==> src/rtl/adder_tree_pipe.sv <==
// Pipelined signed multi-operand adder: registered pairwise tree with valid/ready
// backpressure, full-precision output and sticky overflow. Optional macro ADDER_TREE_SAT_EN.
module adder_tree_pipe #(
  parameter int N_IN = 3,
  parameter int W    = 32,
  parameter int G    = $clog2(N_IN)
) (
  input  logic                clk,
  input  logic                rst,
  input  logic [N_IN*W-1:0]   in_data,
  input  logic                in_valid,
  output logic                in_ready,
  output logic [W-1:0]        out_data,
  output logic [W+G-1:0]      out_full,
  output logic                out_valid,
  input  logic                out_ready,
  output logic                ovf
);

  localparam int WF  = W + G;
  localparam int LAT = ($clog2(N_IN) < 1) ? 1 : $clog2(N_IN);
  localparam int NS  = 2 * N_IN;

  // operand count present at tree level j (level 0 = sign-extended inputs)
  function automatic int lvl_cnt(input int j);
    int n;
    n = N_IN;
    for (int k = 0; k < j; k++) n = (n + 1) / 2;
    return n;
  endfunction

  function automatic logic fits_w(input logic [WF-1:0] x);
    return (&x[WF-1:W-1]) | ~(|x[WF-1:W-1]);
  endfunction

  logic [WF-1:0] st  [1:LAT][0:N_IN-1];
  logic [WF-1:0] cur [0:LAT-1][0:NS-1];
  logic [WF-1:0] nxt [1:LAT][0:N_IN-1];
  logic [LAT:1]  vld_q;
  logic [LAT:0]  vld;
  logic          en;

  assign en        = out_ready | ~out_valid;
  assign in_ready  = en;
  assign vld       = {vld_q, in_valid};
  assign out_valid = vld_q[LAT];
  assign out_full  = st[LAT][0];

  always_comb begin
    for (int i = 0; i < NS; i++) begin
      if (i < N_IN) cur[0][i] = {{G{in_data[i*W+W-1]}}, in_data[i*W +: W]};
      else          cur[0][i] = '0;
    end
    for (int j = 1; j < LAT; j++) begin
      for (int i = 0; i < NS; i++) begin
        if (i < N_IN) cur[j][i] = st[j][i];
        else          cur[j][i] = '0;
      end
    end
    // pair adjacent operands; an odd leftover passes through unchanged
    for (int j = 1; j <= LAT; j++) begin
      for (int i = 0; i < N_IN; i++) begin
        if (2*i + 1 < lvl_cnt(j-1))
          nxt[j][i] = cur[j-1][2*i] + cur[j-1][2*i+1];
        else if (2*i < lvl_cnt(j-1))
          nxt[j][i] = cur[j-1][2*i];
        else
          nxt[j][i] = '0;
      end
    end
  end

  always_ff @(negedge clk) begin
    if (rst) begin
      for (int j = 1; j <= LAT; j++)
        for (int i = 0; i < N_IN; i++)
          st[j][i] <= '0;
      vld_q <= '0;
      ovf   <= 1'b0;
    end else if (en) begin
      vld_q <= vld[LAT-1:0];
      // the last level only loads real results so outputs hold across bubbles
      for (int j = 1; j <= LAT; j++)
        if (j < LAT || vld[LAT-1])
          for (int i = 0; i < N_IN; i++)
            st[j][i] <= nxt[j][i];
      if (vld[LAT-1] && !fits_w(nxt[LAT][0]))
        ovf <= 1'b1;
    end
  end

`ifdef ADDER_TREE_SAT_EN
  always_comb begin
    out_data = out_full[W-1:0];
    if (!fits_w(out_full))
      out_data = out_full[WF-1] ? {1'b1, {(W-1){1'b0}}} : {1'b0, {(W-1){1'b1}}};
  end
`else
  assign out_data = out_full[W-1:0];
`endif

endmodule

==> config.mk <==
export PLATFORM = sky130hd
export DESIGN_NAME = adder_tree_pipe
export DESIGN_NICKNAME = d
export VERILOG_FILES = /design/src/rtl/adder_tree_pipe.sv
export SDC_FILE = /design/constraint.sdc
export NUM_CORES = 1
export LEC_CHECK = 0
export ABC_AREA = 1
export ABC_CLOCK_PERIOD_IN_PS = 6800
export CORE_MARGIN = 2
export CORE_UTILIZATION = 40
export CTS_CLUSTER_SIZE = 24
export DETAILED_ROUTE_END_ITERATION = 6
export HOLD_SLACK_MARGIN = 0.12
export PLACE_DENSITY_LB_ADDON = 0.15
export SLEW_MARGIN = 20
export SYNTH_ARGS = -nofsm -noshare
export SYNTH_HDL_FRONTEND = slang
export SYNTH_SLANG_ARGS = --single-unit
==> constraint.sdc <==
create_clock -name clk -period 6.8 [get_ports clk]
set_clock_uncertainty 0.1 [all_clocks]
set_input_delay 1.7 -clock clk [delete_from_list [all_inputs] [get_ports clk]]
set_output_delay 1.7 -clock clk [all_outputs]
set_load 0.05 [all_outputs]
Word level (Yosys, flattened, before mapping)
Memories as Yosys holds them, arrays and structs flattened.
Cells that the tools add are included.
{"block": "totals", "wordCells": 31, "mem_bits_rw": 136, "out_inout_bits": 69, "latchBits": 0, "n_memories": 1, "mem_bits_ro": 0, "regBits": 3}
{"block": "classes", "n_mux": 13, "n_eq_ne": 0, "n_div": 0, "n_bitwise": 8, "mul": 0, "shift": 0, "n_reduce_logical": 5, "magnitude_cmp": 0, "n_addsub": 2}
{"name": "st", "depth": 2, "width": 68, "read_ports": 2, "rd_clocked_by_memory_dff": 0, "wr": 2, "line": "36", "rtl": "logic [WF-1:0] st [1:LAT][0:N_IN-1];"}
{"op": "$mux 34", "count": 4}
{"op": "$add 34x34->34", "count": 1}
{"op": "$add 32x32->33", "count": 1}
{"op": "$mux 1", "count": 9}
{"op": "$or 1x1->1", "count": 6}
{"op": "$reduce_and 3->1", "count": 1}
{"op": "$reduce_or 3->1", "count": 1}
{"op": "$not 1->1", "count": 2}
{"op": "$reduce_and 2->1", "count": 1}
{"op": "$logic_and 1x1->1", "count": 1}
{"op": "$logic_not 1->1", "count": 1}

Longest topological paths before layout
Gate-level depths: netlist of run 1.
An unclocked memory read counts as a cell.
{"block": "depth", "depth_word": 8, "ltp_mapped": 16, "ltp_nobuf": 16}

==> impl_metrics.tcl, run 1 <==
set metrics [dict create \
    gr-total-overflow 0 \
    power_switching_mw 0.966 \
    ir_drop_uv 120 \
    gp_congestion 0.854 \
    synth_edf_count 99 \
    setup_tns_ns 0 \
    worst-r2r-setup-slack_ns 4.22 \
    cts_buffer_depth 2 \
    p_per_area_nw_per_um2 206 \
    setup_violations 0 \
    cts.clk_slew.worst_paths_ns 0.04 \
    synth_top_area_cell "edfxtp_1" \
    synth_area_per_cell_um2 7.79 \
    slew_headroom_pct 65.4 \
    n_fill_cell 1756 \
    synth_top_area_share_pct 37.7 \
    cp_slowest_stage_delay_ns 0.81 \
    yosys_most_used_dff "edfxtp_1" \
    grt_max_degree 40 \
    worstMarginPinSlew_ns 0.518 \
    synth_area_um2 7890 \
    die_h_um 144 \
    num_vias 7759 \
    drc 0 \
    holdPathEnd "ovf" \
    clock_latency_ns 0.44 \
    dieArea_um2 20900 \
    p_leak_nw 6.29 \
    pwr-share-comb_pct 35.5 \
    start_util_pct 40.7 \
    layout.cells.non_filler 1633 \
    drtIter0Drc 377 \
    cts_root_buf "clkbuf_16" \
    yosysSeqAreaShare_pct 38.5 \
    nNetsFinal 1530 \
    path_class "flop to output port" \
    holdCritPathClass "flop to flop" \
    cp.arrival_ns 4.97 \
    grt_pass1_vias 7696 \
    antenna_found_initial 0 \
    rows 51 \
    cts_tree "built" \
    synth_warnings 0 \
    htree_levels 3 \
    fin_total_pwr_mw 2.47 \
    start_kind "flop" \
    drive_above_1_share_pct 22.4 \
    worstReg2RegStart "st[1][34]" \
    finalWirelength_um 21500 \
    r2r_cells 14 \
    track_usage_pct 20.5 \
    cp-end-kind "output port" \
    hold_viol 0 \
    area_growth_pct 52.2 \
    drt-vias-per-instance 4.75 \
    first_pass_iters 5 \
    maxCapViolations 0 \
    dpl.hpwl_um 16200 \
    synth_cells 1013 \
    status "finished, final reports clean" \
    io_buffers 168 \
    async_flop_share_pct 0 \
    critPathBufInv 1 \
    ant_nets 0 \
    clock-sinks 102 \
    dp.cells 1504 \
    seqPwrFrac_pct 32.0 \
    min_from "ovf" \
    synth.distinct_cells 47 \
    path_depth 1 \
    final_util_pct 61.9 \
    wire_per_inst_um 13.2 \
    worstPathRequired_ns 5.00 \
    cpMaxStageDelayCell "clkdlybuf4s50_1" \
    slew_viol_final 0 \
    pwr-share-clk_pct 32.5 \
    core_area_um2 19400 \
    io_pins 169 \
    hold_depth 2 \
    synth.net_count 1180 \
    ys_ff_latch 102 \
    die_x_um 144 \
    r2r_end "st[2][64]" \
    whs_ns 0.363 \
    synth_area_leaders "edfxtp_1 38%, ha_1 10%, nand2_1 9.4%" \
    worstPathMaxFanout 2 \
    crit_family "buffers and inverters" \
    grt_pass1_wl_um 34100 \
    p_int_mw 1.51 \
    switching_share_pct 39.1 \
    cts_buffers 9 \
    path_cells "clkdlybuf4s50_1" \
    postCtsHoldBufs 0 \
    antenna_cells 0 \
]
## sequential cells by signal (all words and copies together), names as in the netlist
register / count
st: 99
vld_q: 2
ovf: 1
## cell type report
type                    instances  area, um2  area share [%]
repair buffers                281       2650            22.1
clock inverters               109        493            4.11
flip-flops and latches        102       3030            25.3
well taps                     265        332            2.76
multi-input cells             721       4720            39.3
clock buffers                   9        225            1.88
inverters                     146        548            4.56
## synthesized netlist by cell type, types with 2 or more instances
master / number
o21bai_1: 13
nand3_2: 2
fa_1: 2
nand2_2: 25
nor3b_1: 2
a21oi_1: 114
o31ai_1: 2
o21ai_1: 5
clkbuf_1: 6
inv_2: 2
o21ai_2: 3
dfxtp_1: 3
a31oi_1: 8
nor4_1: 4
a21boi_0: 2
o21a_1: 11
edfxtp_1: 99
nor2_2: 3
nand4_1: 6
nand2_4: 3
a21o_1: 7
o211ai_1: 2
buf_2: 4
ha_1: 65
inv_1: 145
buf_4: 33
o21ai_0: 50
and3_1: 2
a221oi_1: 4
nor2_1: 129
nand3_1: 35
a211oi_1: 2
nor3_1: 9
nand2_1: 198
## cell usage in the layout (no fill, tap or decap), drive strengths merged, types with 3 or more instances in the layout
master | Yosys | final
edfxtp | 99 | 99
dlymetal6s2s | 0 | 43
nor2 | 133 | 133
clkbuf | 6 | 9
a31oi | 9 | 9
nand2 | 226 | 226
o211ai | 3 | 3
a21oi | 115 | 115
dfxtp | 3 | 3
buf | 37 | 125
nor3 | 9 | 9
dlygate4sd2 | 0 | 32
a21o | 8 | 8
o21a | 11 | 11
a221oi | 4 | 4
clkdlybuf4s50 | 0 | 79
nor4 | 4 | 4
nor3b | 4 | 4
ha | 65 | 65
o21bai | 14 | 14
nand3 | 37 | 37
o21ai | 58 | 58
inv | 147 | 253
nand4 | 6 | 6
## metal layers
layer / GRT usage, % / part of all wire [%]
met2: 34.8 / 48
met3: 3.84 / 3.6
met1: 25.6 / 47
met5: 0 / 0
met4: 8.33 / 1.9
## worst max-delay path by stage
stage	from	to	slack [ns]
final	st[2][55]	out_data[21]	0.03
after global routing	st[2][50]	out_full[16]	-0.02
after CTS	in_data[3]	st[1][54]	-0.004
after detailed placement	in_data[0]	st[1][54]	-0.67
after global placement	in_data[0]	st[1][66]	-0.62
after floorplan	in_data[0]	st[1][58]	-0.07
## stage by stage
| stage | cell area [um2] | setup WS (ns) |
|---|---|---|
| floorplan | 7920 | -0.0706 |
| global placement | 10400 | -0.625 |
| detailed placement | 10400 | -0.667 |
| CTS | 11700 | -0.00399 |
| global route | 12000 | -0.0157 |
| finish | 12000 | 0.0324 |
## power by group through the flow
stage | Combinational, mW | Clock (mW) | Sequential (mW)
floorplan | 0.449 | 0.0900 | 0.856
global placement | 0.792 | 0.0900 | 0.799
detailed placement | 0.797 | 0.0900 | 0.801
CTS | 0.851 | 0.835 | 0.793
global route | 0.962 | 0.905 | 0.796
finish | 0.879 | 0.803 | 0.791
## what timing repair did
action / in CTS / in global routing
pin swaps: 58 / 33
buffers inserted: 8 / 6
cloned: 0 / 0
hold endpoints to repair: 0 / 0
setup endpoints to repair: 25 / 46
gates resized for setup: 136 / 84
## logic make-up (layout without fill, tap and decap cells)
family          after synthesis  in the layout  synth area share (%)
fa+ha+maj                    67             67                  10.8
flops                       102            102                  38.5
simple gates                425            425                  23.3
compound gates              229            229                  16.8
buf+inv                     190            545                  10.7
Note: power is estimated with default switching activity, not from simulation.
==> run 2: changes to the inputs <==
--- a/config.mk
+++ b/config.mk
@@ -13,6 +13,7 @@
 export DETAILED_ROUTE_END_ITERATION = 6
 export HOLD_SLACK_MARGIN = 0.12
 export PLACE_DENSITY_LB_ADDON = 0.15
+export SKIP_LAST_GASP = 1
 export SLEW_MARGIN = 20
 export SYNTH_ARGS = -nofsm -noshare
 export SYNTH_HDL_FRONTEND = slang
==> run 2 against run 1 <==
Net effect:
- first-iteration DRC count is 0.27% higher
- clock power hardly changed
- via count is 0.21% lower
- global-route usage stayed put
- critical path type unchanged
- die area stayed put
- combinational power hardly changed
- critical path depth stayed put
- register-to-register slack hardly changed
- wire length is 0.30% lower
==> impl_metrics.tcl, run 2 (synthesized netlist as in run 1, its figures left out) <==
set metrics [dict create \
    antenna_cells 0 \
    gr-total-overflow 0 \
    first_pass_iters 6 \
    cpMaxStageDelayCell "clkdlybuf4s50_1" \
    final_common_cell "inv_1" \
    ir_drop_uv 120 \
    ant_nets 0 \
    postCtsHoldBufs 0 \
    p_leak_nw 6.29 \
    fin_total_pwr_mw 2.47 \
    grt_pass1_wl_um 34100 \
    io_pins 169 \
    largest_reg_flops 99 \
    max_flop_register "st" \
    track_usage_pct 20.5 \
    startpoint "st[2][55]" \
    slew_headroom_pct 65.4 \
    wire_per_inst_um 13.1 \
    maxCapViolations 0 \
    status "finished, final reports clean" \
    die_h_um 144 \
    rows 51 \
    rsz0062_at_grt "true" \
    num_vias 7743 \
    die_x_um 144 \
    io_buffers 168 \
    clock_latency_ns 0.44 \
    cts_tree "built" \
    cts.clk_slew.worst_paths_ns 0.04 \
    path_class "flop to output port" \
    hold_viol 0 \
    core_area_um2 19400 \
    worstReg2RegStart "st[1][34]" \
    r2r_end "st[2][64]" \
    holdCritPathClass "flop to flop" \
    finalWirelength_um 21400 \
    drive_above_1_share_pct 22.2 \
    largestRegisters "st (99), vld_q (2), ovf (1)" \
    layout_common_cells "240 x inv_1, 182 x nand2_1, 117 x buf_4" \
    htree_levels 3 \
    r2r_cells 14 \
    cp_slowest_stage_delay_ns 0.81 \
    dpl.hpwl_um 16200 \
    worstMarginPinSlew_ns 0.518 \
    path_cells "clkdlybuf4s50_1" \
    cts_buffer_depth 2 \
    setup_violations 0 \
    nNetsFinal 1530 \
    whs_ns 0.363 \
    path_depth 1 \
    crit_family "buffers and inverters" \
    grt_pass1_vias 7695 \
    critPathBufInv 1 \
    drt-vias-per-instance 4.74 \
    worst-r2r-setup-slack_ns 4.22 \
    drc 0 \
    start_util_pct 40.7 \
    slew_viol_final 0 \
    cts_root_buf "clkbuf_16" \
    endpoint "out_data[21]" \
    drtIter0Drc 378 \
    start_kind "flop" \
    worstPathMaxFanout 2 \
    clock-sinks 102 \
    dieArea_um2 20900 \
    worstPathRequired_ns 5.00 \
    cts_buffers 9 \
    p_per_area_nw_per_um2 206 \
    antenna_found_initial 0 \
    cp.arrival_ns 4.97 \
    area_growth_pct 52.0 \
    gp_congestion 0.854 \
    setup_tns_ns 0 \
    cp-end-kind "output port" \
    grt_max_degree 40 \
]
## run 2: cell types whose count changed in the layout (fill, tap and decap cells not counted)
cell	change
nor3_2	-1
ha_4	-1
nor3_1	+1
ha_1	+1
o21ai_0	+1
o21ai_1	-1
## run 2: routing by layer
layer	track usage [%]	routed length, um
met1	25.6	9980
met2	34.8	10300
met3	3.84	777
met4	8.33	394
met5	0	0
## run 2: through the flow
stage / area, um2 / cells / worst slack [ns] / util (%)
floorplan: 7920 / 1013 / -0.0706 / -
global placement: 10400 / 1504 / -0.625 / 53.8
detailed placement: 10400 / 1504 / -0.667 / 53.8
CTS: 11700 / 1627 / -0.00399 / 60.3
global route: 12000 / 1633 / -0.0206 / 61.8
finish: 12000 / 1633 / 0.0328 / 61.8
## run 2: where the power goes
group / switching, mW / leakage, nW / internal (mW)
Clock: 0.418 / 0.706 / 0.384
Combinational: 0.520 / 4.45 / 0.356
Sequential: 0.0265 / 1.13 / 0.765
## run 2: worst min-delay path, delay by kind of cell, from the launching register on
family	cells	cell delay, ns
flip-flops	1	0.31
buffers and inverters	1	0.06
AO/OA/AOI/OAI	1	0.05
## run 2: cell type report
class | count | area, um2
tap | 265 | 332
clock buffer | 9 | 225
sequential | 102 | 3030
fill | 1758 | 7410
multi-input combinational | 721 | 4700
inverter | 146 | 548
timing repair buffer | 281 | 2650
clock inverter | 109 | 493
## run 2: worst min path at each step
| stage | startpoint | end | slack (ns) | cells past startpoint |
|---|---|---|---|---|
| 2_1_floorplan | vld_q[1] | vld_q[2] | 0.41 | 2 |
| 3_3_place_gp | ovf | ovf | 0.35 | 2 |
| 3_5_place_dp | ovf | ovf | 0.35 | 2 |
| 4_1_cts | ovf | ovf | 0.36 | 2 |
| 5_1_grt | ovf | ovf | 0.37 | 2 |
| 6_report | ovf | ovf | 0.36 | 2 |
## run 2: timing repair
item | 4_1_cts | 5_1_grt
resized for setup | 135 | 82
endpoints found under the setup margin | 25 | 46
pin swaps | 58 | 31
endpoints found under the hold margin | 0 | 0
setup buffers | 8 | 6
